**config.mk**
```make
export PLATFORM = sky130hd
export DESIGN_NAME = sonic_ast_arbiter_flat
export DESIGN_NICKNAME = d
export VERILOG_FILES = /design/src/rtl/sonic_ast_pkg.sv /design/src/rtl/sonic_ast_arbiter_if.sv /design/src/rtl/sonic_rr_picker.sv /design/src/rtl/sonic_ast_arbiter.sv /design/src/flat_wrapper.sv
export SDC_FILE = /design/constraint.sdc
export NUM_CORES = 1
export LEC_CHECK = 0
export BUFFER_PORTS_ARGS = -buffer_cell sky130_fd_sc_hd__buf_2
export CORE_AREA = 2 2 159 161
export CTS_CLUSTER_SIZE = 10
export DETAILED_ROUTE_END_ITERATION = 16
export DIE_AREA = 0 0 161 163
export MAX_ROUTING_LAYER = met4
export SLEW_MARGIN = 25
export SYNTH_ARGS = -nofsm -noshare
export SYNTH_HDL_FRONTEND = slang
export SYNTH_SLANG_ARGS = --single-unit
```
**constraint.sdc**
```tcl
create_clock -name clk -period 6.1 [get_ports clk]
set_clock_uncertainty 0.05 [all_clocks]
set_input_delay 1.22 -clock clk [delete_from_list [all_inputs] [get_ports clk]]
set_output_delay 1.22 -clock clk [all_outputs]
set_load 0.1 [all_outputs]
```
**src/rtl/sonic_ast_pkg.sv**
```systemverilog
// Shared types and the round-robin pick function for the Avalon-ST packet arbiter.
package sonic_ast_pkg;

    localparam int MAX_IN       = 8;
    localparam int IDX_MAX_W    = 3;
    localparam int IDX_CNT_W    = IDX_MAX_W + 1;
    localparam int BEAT_DATA_W  = 128;
    localparam int BEAT_EMPTY_W = 4;

    // state     | meaning
    // ST_IDLE   | no packet in flight; the round-robin winner may start one
    // ST_LOCKED | owner holds the output until its eop beat is accepted
    typedef enum logic {
        ST_IDLE   = 1'b0,
        ST_LOCKED = 1'b1
    } arb_state_e;

    typedef struct packed {
        logic [BEAT_DATA_W-1:0]  data;
        logic                    sop;
        logic                    eop;
        logic [BEAT_EMPTY_W-1:0] empty;
    } beat_t;

    typedef struct packed {
        logic [IDX_MAX_W-1:0] idx;
        logic                 found;
    } rr_pick_t;

    // First set bit of req at or above ptr, wrapping at num_in. Inputs are
    // sized for the largest supported arbiter; callers zero-extend.
    function automatic rr_pick_t rr_pick(
        input logic [MAX_IN-1:0]    req,
        input logic [IDX_MAX_W-1:0] ptr,
        input logic [IDX_CNT_W-1:0] num_in
    );
        rr_pick_t             res;
        logic [IDX_CNT_W-1:0] cand;
        res = '0;
        for (int k = 0; k < MAX_IN; k++) begin
            cand = {1'b0, ptr} + IDX_CNT_W'(k);
            if (cand >= num_in) begin
                cand = cand - num_in;
            end
            if (!res.found && (IDX_CNT_W'(k) < num_in) && req[cand[IDX_MAX_W-1:0]]) begin
                res.found = 1'b1;
                res.idx   = cand[IDX_MAX_W-1:0];
            end
        end
        return res;
    endfunction

endpackage

```
**src/rtl/sonic_ast_arbiter_if.sv**
```systemverilog
// Bundle of the per-source Avalon-ST inputs and the merged output stream.
interface sonic_ast_arbiter_if #(
    parameter int NUM_IN  = 2,
    parameter int DATA_W  = 128,
    parameter int EMPTY_W = 4,
    parameter int CH_W    = (NUM_IN > 1) ? $clog2(NUM_IN) : 1
);

    logic [NUM_IN-1:0]         in_valid;
    logic [NUM_IN-1:0]         in_ready;
    logic [NUM_IN*DATA_W-1:0]  in_data;
    logic [NUM_IN-1:0]         in_sop;
    logic [NUM_IN-1:0]         in_eop;
    logic [NUM_IN*EMPTY_W-1:0] in_empty;

    logic                      out_valid;
    logic                      out_ready;
    logic [DATA_W-1:0]         out_data;
    logic                      out_sop;
    logic                      out_eop;
    logic [EMPTY_W-1:0]        out_empty;
    logic [CH_W-1:0]           out_channel;

    logic                      busy;
    logic                      proto_err;

    // The arbiter side: sinks the sources, drives the merged stream.
    modport slave (
        input  in_valid, in_data, in_sop, in_eop, in_empty, out_ready,
        output in_ready, out_valid, out_data, out_sop, out_eop, out_empty,
        output out_channel, busy, proto_err
    );

    // The environment side: sources plus the downstream sink.
    modport master (
        output in_valid, in_data, in_sop, in_eop, in_empty, out_ready,
        input  in_ready, out_valid, out_data, out_sop, out_eop, out_empty,
        input  out_channel, busy, proto_err
    );

endinterface

```
**src/rtl/sonic_rr_picker.sv**
```systemverilog
// Combinational round-robin picker: lowest requesting index at or after ptr.
module sonic_rr_picker
    import sonic_ast_pkg::*;
#(
    parameter int NUM_IN = 2,
    parameter int IDX_W  = 1
) (
    input  logic [NUM_IN-1:0] req,
    input  logic [IDX_W-1:0]  ptr,
    output logic [IDX_W-1:0]  grant,
    output logic              found
);

    logic [MAX_IN-1:0]    req_ext;
    logic [IDX_MAX_W-1:0] ptr_ext;
    rr_pick_t             pick;

    // Widen to the package's fixed sizes, pick, then narrow back; an index that
    // does not fit IDX_W can only come from a bad ptr and never grants.
    always_comb begin
        req_ext              = '0;
        req_ext[NUM_IN-1:0]  = req;
        ptr_ext              = '0;
        ptr_ext[IDX_W-1:0]   = ptr;
        pick                 = rr_pick(req_ext, ptr_ext, IDX_CNT_W'(NUM_IN));
        grant                = pick.idx[IDX_W-1:0];
        found                = pick.found && ((pick.idx >> IDX_W) == '0);
    end

endmodule

```
**src/rtl/sonic_ast_arbiter.sv**
```systemverilog
// Packet-locked round-robin merge of NUM_IN Avalon-ST sources into one
// registered output stream tagged with the source index.
module sonic_ast_arbiter
    import sonic_ast_pkg::*;
#(
    parameter int NUM_IN  = 2,
    parameter int DATA_W  = 128,
    parameter int EMPTY_W = 4,
    parameter int CH_W    = (NUM_IN > 1) ? $clog2(NUM_IN) : 1
) (
    input  logic clk,
    input  logic reset,
    sonic_ast_arbiter_if.slave bus
);

    // The output register is built from the package beat type, so the data
    // path widths are tied to it.
    if (DATA_W != BEAT_DATA_W || EMPTY_W != BEAT_EMPTY_W || NUM_IN < 2 || NUM_IN > MAX_IN) begin : g_param_check
        $error("sonic_ast_arbiter: unsupported parameter set");
    end

    arb_state_e        state_q, state_d;
    logic [CH_W-1:0]   owner_q, owner_d;
    logic [CH_W-1:0]   rr_ptr_q, rr_ptr_d;
    logic              proto_err_q, proto_err_d;
    logic              out_valid_q, out_valid_d;
    beat_t             out_beat_q, out_beat_d;
    logic [CH_W-1:0]   out_ch_q, out_ch_d;

    logic              load;
    logic              xfer;
    logic [CH_W-1:0]   win_idx;
    logic              win_found;
    logic [CH_W-1:0]   sel;
    logic [NUM_IN-1:0] in_ready_c;
    beat_t             sel_beat;

    function automatic logic [CH_W-1:0] wrap_inc(input logic [CH_W-1:0] idx);
        return (idx == CH_W'(NUM_IN - 1)) ? '0 : idx + 1'b1;
    endfunction

    sonic_rr_picker #(
        .NUM_IN (NUM_IN),
        .IDX_W  (CH_W)
    ) u_picker (
        .req   (bus.in_valid),
        .ptr   (rr_ptr_q),
        .grant (win_idx),
        .found (win_found)
    );

    // Grant and input mux: the owner while locked, the round-robin winner while idle.
    always_comb begin
        load       = !out_valid_q || bus.out_ready;
        sel        = (state_q == ST_LOCKED) ? owner_q : win_idx;
        in_ready_c = '0;
        sel_beat   = '0;
        for (int i = 0; i < NUM_IN; i++) begin
            if (sel == CH_W'(i)) begin
                if (state_q == ST_LOCKED || win_found) begin
                    in_ready_c[i] = load;
                end
                sel_beat.data  = bus.in_data[i*DATA_W +: DATA_W];
                sel_beat.sop   = bus.in_sop[i];
                sel_beat.eop   = bus.in_eop[i];
                sel_beat.empty = bus.in_empty[i*EMPTY_W +: EMPTY_W];
            end
        end
        xfer = |(bus.in_valid & in_ready_c);
    end

    // Next state: lock on a multi-beat first beat; release and advance the pointer on eop.
    always_comb begin
        state_d     = state_q;
        owner_d     = owner_q;
        rr_ptr_d    = rr_ptr_q;
        proto_err_d = proto_err_q;
        case (state_q)
            ST_IDLE: begin
                if (xfer) begin
                    if (sel_beat.eop) begin
                        rr_ptr_d = wrap_inc(sel);
                    end else begin
                        state_d = ST_LOCKED;
                        owner_d = sel;
                    end
                end
            end
            ST_LOCKED: begin
                if (xfer) begin
                    // A second sop inside a locked packet is flagged but still forwarded.
                    if (sel_beat.sop) begin
                        proto_err_d = 1'b1;
                    end
                    if (sel_beat.eop) begin
                        state_d  = ST_IDLE;
                        rr_ptr_d = wrap_inc(sel);
                    end
                end
            end
            default: begin
                state_d = ST_IDLE;
            end
        endcase
    end

    // Output stage: refill whenever empty or draining; valid tracks the input transfer.
    always_comb begin
        out_valid_d = out_valid_q;
        out_beat_d  = out_beat_q;
        out_ch_d    = out_ch_q;
        if (load) begin
            out_valid_d = xfer;
            if (xfer) begin
                out_beat_d = sel_beat;
                out_ch_d   = sel;
            end
        end
    end

    // State and output registers; reset truncates any packet in flight.
    always_ff @(posedge clk or posedge reset) begin
        if (reset) begin
            state_q     <= ST_IDLE;
            owner_q     <= '0;
            rr_ptr_q    <= '0;
            proto_err_q <= 1'b0;
            out_valid_q <= 1'b0;
            out_beat_q  <= '0;
            out_ch_q    <= '0;
        end else begin
            state_q     <= state_d;
            owner_q     <= owner_d;
            rr_ptr_q    <= rr_ptr_d;
            proto_err_q <= proto_err_d;
            out_valid_q <= out_valid_d;
            out_beat_q  <= out_beat_d;
            out_ch_q    <= out_ch_d;
        end
    end

    assign bus.in_ready    = in_ready_c;
    assign bus.out_valid   = out_valid_q;
    assign bus.out_data    = out_beat_q.data;
    assign bus.out_sop     = out_beat_q.sop;
    assign bus.out_eop     = out_beat_q.eop;
    assign bus.out_empty   = out_beat_q.empty;
    assign bus.out_channel = out_ch_q;
    assign bus.busy        = (state_q == ST_LOCKED);
    assign bus.proto_err   = proto_err_q;

endmodule
```
**src/flat_wrapper.sv**
```systemverilog
// flat-port wrapper written by rule: the top's interface ports become plain ports
module sonic_ast_arbiter_flat import sonic_ast_pkg::*;
#(
    parameter int NUM_IN  = 2,
    parameter int DATA_W  = 128,
    parameter int EMPTY_W = 4,
    parameter int CH_W    = (NUM_IN > 1) ? $clog2(NUM_IN) : 1
)
  (clk, reset, bus_in_valid, bus_in_data, bus_in_sop, bus_in_eop, bus_in_empty, bus_out_ready, bus_in_ready, bus_out_valid, bus_out_data, bus_out_sop, bus_out_eop, bus_out_empty, bus_out_channel, bus_busy, bus_proto_err);
  sonic_ast_arbiter_if #(.NUM_IN(NUM_IN), .DATA_W(DATA_W), .EMPTY_W(EMPTY_W), .CH_W(CH_W)) bus_i ();
  input  logic clk;
  input  logic reset;
  input wire logic [$bits(bus_i.in_valid)-1:0] bus_in_valid;
  input wire logic [$bits(bus_i.in_data)-1:0] bus_in_data;
  input wire logic [$bits(bus_i.in_sop)-1:0] bus_in_sop;
  input wire logic [$bits(bus_i.in_eop)-1:0] bus_in_eop;
  input wire logic [$bits(bus_i.in_empty)-1:0] bus_in_empty;
  input wire logic [$bits(bus_i.out_ready)-1:0] bus_out_ready;
  output wire logic [$bits(bus_i.in_ready)-1:0] bus_in_ready;
  output wire logic [$bits(bus_i.out_valid)-1:0] bus_out_valid;
  output wire logic [$bits(bus_i.out_data)-1:0] bus_out_data;
  output wire logic [$bits(bus_i.out_sop)-1:0] bus_out_sop;
  output wire logic [$bits(bus_i.out_eop)-1:0] bus_out_eop;
  output wire logic [$bits(bus_i.out_empty)-1:0] bus_out_empty;
  output wire logic [$bits(bus_i.out_channel)-1:0] bus_out_channel;
  output wire logic [$bits(bus_i.busy)-1:0] bus_busy;
  output wire logic [$bits(bus_i.proto_err)-1:0] bus_proto_err;
  assign bus_i.in_valid = bus_in_valid;
  assign bus_i.in_data = bus_in_data;
  assign bus_i.in_sop = bus_in_sop;
  assign bus_i.in_eop = bus_in_eop;
  assign bus_i.in_empty = bus_in_empty;
  assign bus_i.out_ready = bus_out_ready;
  assign bus_in_ready = bus_i.in_ready;
  assign bus_out_valid = bus_i.out_valid;
  assign bus_out_data = bus_i.out_data;
  assign bus_out_sop = bus_i.out_sop;
  assign bus_out_eop = bus_i.out_eop;
  assign bus_out_empty = bus_i.out_empty;
  assign bus_out_channel = bus_i.out_channel;
  assign bus_busy = bus_i.busy;
  assign bus_proto_err = bus_i.proto_err;
  sonic_ast_arbiter #(.NUM_IN(NUM_IN), .DATA_W(DATA_W), .EMPTY_W(EMPTY_W), .CH_W(CH_W)) u_core (.clk(clk), .reset(reset), .bus(bus_i));
endmodule
```
==> results of run 1 <==
[cell type report]
type	count	share of cell area, %
multi-input combinational	425	28.8
clock inverter	13	2.06
clock buffer	17	4.54
tap	330	4.40
sequential	140	37.4
timing repair buffer	419	22.7
inverter	2	0.133
antenna	1	0.0267
[worst max path at each step]
stage                                                     end             from  slack (ns)  cells after the start
after floorplan                                     async pin            reset        1.08                      1
after global placement    u_core.bus.out_data[74]$_DFFE_PP0P_  bus_in_valid[0]        2.51                      7
after detailed placement  u_core.bus.out_data[78]$_DFFE_PP0P_  bus_in_valid[0]        2.46                      7
after CTS                                     bus_in_ready[1]  bus_in_valid[0]        2.58                      5
after global routing                          bus_in_ready[1]  bus_in_valid[0]        2.49                      5
final                                         bus_in_ready[1]  bus_in_valid[0]        2.58                      5
[flip-flops by register name, summed over array words and instances (netlist names), named ones only]
register and count:
u_core.bus.out_data 128, u_core.bus.out_empty 4, u_core.bus.out_channel 1, u_core.bus.out_eop 1, u_core.bus.out_sop 1, u_core.bus.out_valid 1, u_core.bus.proto_err 1, u_core.owner_q 1
u_core.rr_ptr_q 1
[worst max-delay path, delay by kind of cell]
kind                   cells  cell delay, ns
AOI/OAI and AO/OA          1            0.17
and+or+nand+nor            2            0.30
buffers and inverters      2            0.54
[metal layers]
metal | wire length [um] | vias up | global-route usage [%]
li1 | - | 2894 | -
met1 | 7840 | 2578 | 17.3
met2 | 9440 | 252 | 24.5
met3 | 1460 | 27 | 3.92
met4 | 456 | 0 | 5.28
met5 | 0 | - | -
[per-stage QoR]
step | util, % | setup WS [ns] | instances | instance area [um2] | hold slack (ns)
finish | 38.0 | 2.58 | 1347 | 9370 | 0.409
detailed placement | 35.5 | 2.46 | 1316 | 8750 | 0.400
floorplan | - | 1.08 | 612 | 6450 | 0.457
CTS | 38.0 | 2.58 | 1346 | 9370 | 0.414
global route | 38.0 | 2.49 | 1347 | 9370 | 0.441
global placement | 35.5 | 2.51 | 1316 | 8750 | 0.400
[cells by family after synthesis]
family | synth area share, %
AND/OR/NAND/NOR | 8.61
multiplexers | 21.3
buffers and inverters | 4.09
flip-flops | 54.3
AO/OA/AOI/OAI | 11.6
[cells in the final DEF (no fill, tap or decap), types with 4 or more instances in the layout]
cell type	netlist	layout
o21ai_0	5	5
nand2_1	135	135
o21ai_1	129	129
clkbuf_16	0	17
buf_4	12	6
bufinv_16	0	4
clkinv_4	0	4
mux2i_1	134	134
dfrtp_1	140	140
buf_2	16	412
==> parameters.txt, run 1 <==
Parameter                              Value

Detailed routing
  Initial drt markers ... 273
  DRT Pass-1 Iters ... 4
  Final routed wire length divided by cell count ... between 10 and 15 um
  Wire length after detailed routing ... 19200 um
  Number of vias after detailed routing ... roughly 5800
  ANT nets after route ... 0
  DRC violation count after routing ... 0
  Average vias per placed instance ... 4.27

Setup path
  Type of the worst setup path ... primary input to primary output
  Critical path, cell by cell ... buf_2, nor2b_1, o21ai_4, nor2b_1, buf_2
  Worst setup SP type ... primary input
  Reg-to-reg slack, setup ... 3.29 ns
  Crit-path max FO ... 4
  Worst reg2reg path depth ... 6
  Endpoint type of the worst setup path ... primary output
  Crit path arrival time ... 2.25 ns
  Worst reg2reg path endpoint ... u_core.bus.out_data[56]$_DFFE_PP0P_
  Critical-path top delay cell ... buf_2
  Maximum single-stage delay on the critical path ... 0.43 ns
  Critical path data required time ... 4.83 ns

Die
  Effective utilization at floorplan ... 26.1%
  Die width ... 161 um
  Number of placement rows ... 58
  Die height ... 163 um
  Core Area ... 0.0247 mm2
  Ports placed on the boundary ... around 410
  Total die area ... 0.0262 mm2

Synthesis
  Synth Instances ... 612
  Avg Synthesized Cell Area ... 10.5 um2
  Most numerous cell in the Yosys netlist ... dfrtp_1
  Combined area of all synthesized cells ... 0.00645 mm2
  Sequential share of the synthesized area ... 54.3%
  Portion of synthesized cell area occupied by the leading cell type ... 54.3%
  Flip-flop and latch count after synthesis ... 140
  Syn nets ... 885
  Most area-consuming cells after synthesis ... dfrtp_1, mux2i_1, o21ai_1
  Main flop type after synthesis ... dfrtp_1
  Number of library cell types mapped by synthesis ... 24
  EDFF count, synth ... 0
  Fraction of synthesis flops using an asynchronous set or reset pin ... 100%
  Top cell type by total area after synthesis ... dfrtp_1
  Count of synthesis-stage warnings from yosys ... 0
  Most numerous cell types in the synthesized netlist ... dfrtp_1, nand2_1, mux2i_1

Timing
  Max Clk Rate ... around 0.28 GHz
  Count of endpoints failing setup in the final report ... 0
  Final Slew Violations ... 0
  Headroom to the max-slew limit ... approximately 34%
  RSZ-0062 raised after global routing ... no
  Slew at the pin closest to its max-slew limit ... 0.986 ns
  Fin crit period ... 3.52 ns
  Sum Neg Setup Slack ... 0 ns
  Share of the clock period used by the worst path after layout ... 57.7%
  Hold violation total from the final report ... 0

CTS
  Count of cells resized by post-cts repair ... 0
  Worst-skew pair later-pin latency ... 0.40 ns
  H-tree levels ... 4
  CTS buffer count ... 17
  Clock Path Buffers ... 2
  Clk slew on worst S/H paths ... 0.06 ns
  Post-CTS Repair Setup Buffers ... 0
  CTS tree ... yes
  TritonCTS sink count ... 140
  Clock tree root driver cell ... clkbuf_16
  Hold bufs inserted after CTS ... 0

Cells and area
  Reg area ... 0.00350 mm2
  Net count, final ... 1278
  Fraction of final layout cells with drive strength greater than 1 ... 45.0%
  Multi-input logic area ... roughly 0.0027 mm2
  Synth-to-layout area growth ... 45.4%
  Filler instances ... 2533

GRT
  Via count of the first global-routing pass ... approximately 5600
  Initial antenna violation count ... 1
  Total routing resource utilization after global routing ... 14.7%
  Global-route wire length before repair ... 29600 um
  GRT Residual Overflow ... 0
  Largest net degree at the start of global routing ... 122

Flow run
  Max Cap Viol ... 0

Run status
  Result of the run ... finished clean

Placed design
  Quantity of I/O buffers inserted on ports ... 412
  Half-perimeter wire length of the detailed placement result ... 14700 um
  GPL Wtd Cong ... 0.770

Worst hold path
  Worst Hold Path Cells ... 1
  Startpoint of the lowest-slack hold path ... u_core.bus.proto_err$_DFFE_PP0P_
  Class of the most critical hold timing path ... flip-flop to flip-flop
  Endpoint, Worst Hold ... u_core.bus.proto_err$_DFFE_PP0P_
Power of run 1 is left out: the tool's default activity adds up to more than one toggle a clock period on the data nets, which glitch-free logic cannot reach.
==> inputs of run 2 (changes only) <==
--- a/config.mk
+++ b/config.mk
@@ -6,10 +6,10 @@
 export NUM_CORES = 1
 export LEC_CHECK = 0
 export BUFFER_PORTS_ARGS = -buffer_cell sky130_fd_sc_hd__buf_2
-export CORE_AREA = 2 2 159 161
+export CORE_AREA = 2 2 162 164
 export CTS_CLUSTER_SIZE = 10
 export DETAILED_ROUTE_END_ITERATION = 16
-export DIE_AREA = 0 0 161 163
+export DIE_AREA = 0 0 164 166
 export MAX_ROUTING_LAYER = met4
 export SLEW_MARGIN = 25
 export SYNTH_ARGS = -nofsm -noshare
==> constraint.sdc (replaced) <==
create_clock -name clk -period 3.1 [get_ports clk]
set_clock_uncertainty 0.05 [all_clocks]
set_input_delay 0.62 -clock clk [delete_from_list [all_inputs] [get_ports clk]]
set_output_delay 0.62 -clock clk [all_outputs]
set_load 0.1 [all_outputs]
==> run 2 against run 1 <==
  * Sequential share of layout area down 0.27 points
  * Worst setup slack worse by 2.1 ns
  * Via count down 1.2%
  * Cell count up 0.82%
  * Register-to-register slack worse by 2.4 ns
  * Non-clock buffer count up 6
  * Routed wire length down 2.9%
==> parameters.txt, run 2 (synthesized netlist as in run 1, its figures left out) <==
Parameter                              Value

Setup path
  Crit-path max FO ... 10 (+6)
  Critical path, cell by cell ... nand2b_1, o21ai_4, nor2b_2, buf_2
  Crit path arrival time ... 1.98 ns (-0.27 ns)
  Endpoint type of the worst setup path ... primary output
  Critical-path top delay cell ... dfrtp_1
  Critical path data required time ... 2.43 ns (-2.40 ns)
  Worst setup SP type ... flip-flop
  Type of the worst setup path ... flip-flop to primary output
  Maximum single-stage delay on the critical path ... 0.50 ns (+0.07 ns)

CTS
  Clk slew on worst S/H paths ... 0.06 ns (about the same)
  Clock Path Buffers ... 2 (unchanged)
  Clock tree root driver cell ... clkbuf_16
  Count of cells resized by post-cts repair ... 0 (unchanged)
  Hold bufs inserted after CTS ... 0 (unchanged)
  TritonCTS sink count ... 140 (unchanged)
  Worst-skew pair later-pin latency ... 0.41 ns (about the same)
  CTS tree ... yes
  Post-CTS Repair Setup Buffers ... 0 (unchanged)
  CTS buffer count ... 17 (unchanged)
  H-tree levels ... 4 (unchanged)

Timing
  Sum Neg Setup Slack ... 0 ns (unchanged)
  Count of endpoints failing setup in the final report ... 0 (unchanged)
  Slew at the pin closest to its max-slew limit ... 0.639 ns (-0.347 ns)
  Fin crit period ... 2.65 ns
  RSZ-0062 raised after global routing ... no
  Headroom to the max-slew limit ... 57.4% (+23 points)
  Final Slew Violations ... 0 (unchanged)
  Max Clk Rate ... about 0.38 GHz
  Share of the clock period used by the worst path after layout ... 85.4%
  Hold violation total from the final report ... 0 (unchanged)

Detailed routing
  Wire length after detailed routing ... 18600 um (-2.9%)
  Average vias per placed instance ... 4.18 (-2.0%)
  Final routed wire length divided by cell count ... 13.7 um (-3.7%)
  DRT Pass-1 Iters ... 5 (+1)
  Top sig layer ... met4
  Metal3 WL ... 1450 um (-0.14%)
  Number of vias after detailed routing ... 5680 (-1.2%)
  Met1 WL ... 7610 um (-2.9%)
  DRC violation count after routing ... 0 (unchanged)
  ANT nets after route ... 0 (unchanged)
  Initial drt markers ... 205 (-25%)
  Met2 Routed Length ... 9340 um (-1.1%)

Die
  Total die area ... 0.0272 mm2 (+3.7%)
  Number of placement rows ... 59 (+1.7%)
  Die height ... 166 um (+1.8%)
  Effective utilization at floorplan ... 25.2% (-0.96 points)
  Ports placed on the boundary ... 413 (unchanged)
  Core Area ... 0.0256 mm2 (+3.8%)
  Die width ... 164 um (+1.9%)

Placed design
  DP Area ... 0.00887 mm2 (+1.3%)
  Quantity of I/O buffers inserted on ports ... 412 (unchanged)
  Half-perimeter wire length of the detailed placement result ... 14500 um (-1.7%)
  GPL Wtd Cong ... 0.767 (-0.42%)

Cells and area
  Synth-to-layout area growth ... 46.4%
  Fraction of final layout cells with drive strength greater than 1 ... 45.4% (+0.38 points)
  Final non-filler cell area ... 0.00944 mm2 (+0.73%)
  Most used cells in the layout excluding fill and tap cells ... buf_2, dfrtp_1, nand2_1
  Max reg flops ... 128 (unchanged)
  Net count, final ... 1284 (+0.47%)
  Count of inserted antenna diode cells ... 0 (-1)
  Final standard cell utilization of the core ... 36.9% (-1.1 points)
  Most common cell after layout, fill and taps aside ... buf_2

GRT
  Total routing resource utilization after global routing ... 13.6% (-1.1 points)
  Initial antenna violation count ... 0 (-1)
  Largest net degree at the start of global routing ... 83 (-32%)
  Via count of the first global-routing pass ... 5421 (-3.6%)
  GRT Residual Overflow ... 0 (unchanged)
  Global-route wire length before repair ... 28100 um (-5.2%)

Run status
  Result of the run ... finished clean

Worst hold path
  Class of the most critical hold timing path ... primary input to async pin

Flow run
  Max Cap Viol ... 0 (unchanged)
## run 2: worst paths after layout
| check | from | to | slack (ns) | cells after the start |
|---|---|---|---|---|
| worst max-delay path | flip-flop | bus_in_ready[1] | 0.45 | 4 |
| worst min-delay path | reset | u_core.bus.out_data[20]$_DFFE_PP0P_ | 0.26 | 3 |
| worst max register to register | flip-flop | u_core.bus.out_data[49]$_DFFE_PP0P_ | 0.93 | 5 |
| worst min register to register | u_core.bus.proto_err$_DFFE_PP0P_ | u_core.bus.proto_err$_DFFE_PP0P_ | 0.42 | 1 |
| max in group asynchronous | reset | u_core.bus.out_data[89]$_DFFE_PP0P_ | 2.33 | 3 |
| min in group clk | u_core.bus.proto_err$_DFFE_PP0P_ | u_core.bus.proto_err$_DFFE_PP0P_ | 0.42 | 1 |
## run 2: worst max-delay path: cells and delay by family (launching register included)
kind	cells	cell delay [ns]
DFF	1	0.50
buffers and inverters	1	0.42
and+or+nand+nor	2	0.41
AOI/OAI and AO/OA	1	0.24
## run 2: stage by stage
stage / setup slack (ns) / hold slack [ns] / cells
after floorplan: -0.193 / 0.457 / 612
after global placement: 0.690 / 0.401 / 1327
after detailed placement: 0.683 / 0.414 / 1327
after CTS: 0.411 / 0.266 / 1358
after global routing: 0.370 / 0.287 / 1358
final: 0.452 / 0.260 / 1358
## run 2: area by class of cell
type | count | area (um2)
Fill cell | 2610 | 16200
Timing Repair Buffer | 425 | 2230
Multi-Input combinational cell | 425 | 2700
Sequential cell | 140 | 3500
Inverter | 2 | 11.3
Clock buffer | 19 | 433
Clock inverter | 12 | 139
Tap cell | 335 | 419
## run 2: routing by layer
metal,GRT usage (%),vias to the layer above
met5,-,-
met4,3.89,0
met3,3.30,15
met2,23.8,257
met1,15.4,2498
li1,-,2910
Power of run 2 is left out for the same reason.
==> inputs of run 3 (changes only) <==
--- a/config.mk
+++ b/config.mk
@@ -7,10 +7,12 @@
 export LEC_CHECK = 0
 export BUFFER_PORTS_ARGS = -buffer_cell sky130_fd_sc_hd__buf_2
 export CORE_AREA = 2 2 162 164
+export CTS_BUF_LIST = sky130_fd_sc_hd__clkbuf_16
 export CTS_CLUSTER_SIZE = 10
 export DETAILED_ROUTE_END_ITERATION = 16
 export DIE_AREA = 0 0 164 166
 export MAX_ROUTING_LAYER = met4
+export SKIP_LAST_GASP = 1
 export SLEW_MARGIN = 25
 export SYNTH_ARGS = -nofsm -noshare
 export SYNTH_HDL_FRONTEND = slang
==> run 3 against run 2 <==
  * Count of clock-buffer cells in the layout down 2
  * Worst setup slack about the same
  * Sequential share of layout area unchanged
  * Die area unchanged
==> parameters.txt, run 3 (synthesized netlist as in run 1, its figures left out) <==
Parameter                              Value

GRT
  Via count of the first global-routing pass ... 5421 (unchanged)
  Total routing resource utilization after global routing ... 13.6% (unchanged)
  Global-route wire length before repair ... 28100 um (unchanged)
  GRT Residual Overflow ... 0 (unchanged)
  Initial antenna violation count ... 0 (unchanged)
  Largest net degree at the start of global routing ... 83 (unchanged)

Timing
  Final Slew Violations ... 0 (unchanged)
  Fin crit period ... 2.65 ns (-0.0000360 ns)
  Slew at the pin closest to its max-slew limit ... 0.639 ns (unchanged)
  Headroom to the max-slew limit ... 57.4% (unchanged)
  Count of endpoints failing setup in the final report ... 0 (unchanged)
  Hold violation total from the final report ... 0 (unchanged)
  Max Clk Rate ... 0.378 GHz (about the same)
  Share of the clock period used by the worst path after layout ... 85.4% (about the same)
  RSZ-0062 raised after global routing ... no

Cells and area
  Synth-to-layout area growth ... 46.4% (unchanged)
  Most used cells in the layout excluding fill and tap cells ... buf_2, dfrtp_1, nand2_1
  Max reg flops ... 128 (unchanged)
  Final non-filler cell area ... 0.00944 mm2 (unchanged)
  Most common cell after layout, fill and taps aside ... buf_2
  Fraction of final layout cells with drive strength greater than 1 ... 45.4% (unchanged)
  Count of inserted antenna diode cells ... 0 (unchanged)
  Net count, final ... 1284 (unchanged)

Setup path
  Type of the worst setup path ... flip-flop to primary output
  Crit-path max FO ... 10 (unchanged)
  Number of buffers and inverters on the critical path ... 1 (unchanged)
  Maximum single-stage delay on the critical path ... 0.50 ns (about the same)
  Critical-path top delay cell ... dfrtp_1
  Critical path data required time ... 2.43 ns (about the same)
  Crit path arrival time ... 1.98 ns (about the same)
  Delay-heaviest family, CP ... flip-flops
  Worst setup SP type ... flip-flop
  Endpoint type of the worst setup path ... primary output
  Critical path, cell by cell ... nand2b_1, o21ai_4, nor2b_2, buf_2

CTS
  Clock tree root driver cell ... clkbuf_16
  Clock Path Buffers ... 2 (unchanged)
  Worst-skew pair later-pin latency ... 0.41 ns (about the same)
  Post-CTS Repair Setup Buffers ... 0 (unchanged)
  Hold bufs inserted after CTS ... 0 (unchanged)
  Clk slew on worst S/H paths ... 0.06 ns (about the same)
  CTS buffer count ... 17 (unchanged)
  H-tree levels ... 4 (unchanged)
  TritonCTS sink count ... 140 (unchanged)
  Count of cells resized by post-cts repair ... 0 (unchanged)
  CTS tree ... yes

Die
  Number of placement rows ... 59 (unchanged)
  Ports placed on the boundary ... 413 (unchanged)
  Core Area ... 0.0256 mm2 (unchanged)
  Effective utilization at floorplan ... 25.2% (unchanged)
  Total die area ... 0.0272 mm2 (unchanged)
  Die height ... 166 um (unchanged)
  Die width ... 164 um (unchanged)

Flow run
  Max Cap Viol ... 0 (unchanged)

Detailed routing
  Wire length after detailed routing ... 18600 um (unchanged)
  Average vias per placed instance ... 4.18 (unchanged)
  Initial drt markers ... 205 (unchanged)
  DRC violation count after routing ... 0 (unchanged)
  Final routed wire length divided by cell count ... 13.7 um (unchanged)
  DRT Pass-1 Iters ... 5 (unchanged)
  Number of vias after detailed routing ... 5680 (unchanged)
  ANT nets after route ... 0 (unchanged)

Placed design
  Half-perimeter wire length of the detailed placement result ... 14500 um (unchanged)
  DP Area ... 0.00887 mm2 (unchanged)
  GPL Wtd Cong ... 0.767 (unchanged)
  Quantity of I/O buffers inserted on ports ... 412 (unchanged)

Run status
  Result of the run ... finished clean

Worst hold path
  Class of the most critical hold timing path ... primary input to async pin
-- run 3: changes by cell type in the layout (fill, tap and decap cells not counted) --
cell,previous run,this run
inv_1,1,3
clkbuf_1,2,0
-- run 3: routing by layer --
metal | up-vias | routed length, um | share of wire (%) | global-route usage, %
met4 | 0 | 238 | 1.3 | 3.89
met3 | 15 | 1450 | 7.8 | 3.30
met5 | - | 0 | 0 | -
met1 | 2498 | 7610 | 41 | 15.4
met2 | 257 | 9340 | 50 | 23.8
li1 | 2910 | - | - | -
-- run 3: cell type report --
cell class / instances / area [um2]
Multi-Input combinational cell: 425 / 2700
Clock buffer: 17 / 425
Clock inverter: 14 / 146
Tap cell: 335 / 419
Fill cell: 2610 / 16200
Inverter: 2 / 11.3
Sequential cell: 140 / 3500
Timing Repair Buffer: 425 / 2230
-- run 3: path summary, 6_finish.rpt --
kind	start	endpoint	slack [ns]	cells past startpoint
worst max register to register	flip-flop	u_core.bus.out_data[49]$_DFFE_PP0P_	0.93	5
max in group asynchronous	reset	u_core.bus.out_data[89]$_DFFE_PP0P_	2.33	3
worst max-delay path	flip-flop	bus_in_ready[1]	0.45	4
min in group clk	u_core.bus.proto_err$_DFFE_PP0P_	u_core.bus.proto_err$_DFFE_PP0P_	0.42	1
worst min-delay path	reset	u_core.bus.out_data[20]$_DFFE_PP0P_	0.26	3
worst min register to register	u_core.bus.proto_err$_DFFE_PP0P_	u_core.bus.proto_err$_DFFE_PP0P_	0.42	1
-- run 3: worst min-delay path, cell delays in order --
cell        delay [ns]
buf_2             0.11
clkinvlp_4        0.10
buf_12            0.29
-- run 3: through the flow --
step,instances,setup WS (ns),hold slack [ns],TNS (ns),utilization [%]
6_report,1358,0.452,0.260,0,36.9
5_1_grt,1358,0.370,0.287,0,36.9
4_1_cts,1358,0.411,0.266,0,36.9
3_5_place_dp,1327,0.683,0.414,0,34.6
3_3_place_gp,1327,0.690,0.401,0,34.6
2_1_floorplan,612,-0.193,0.457,-0.340,-
Power of run 3 is left out for the same reason.
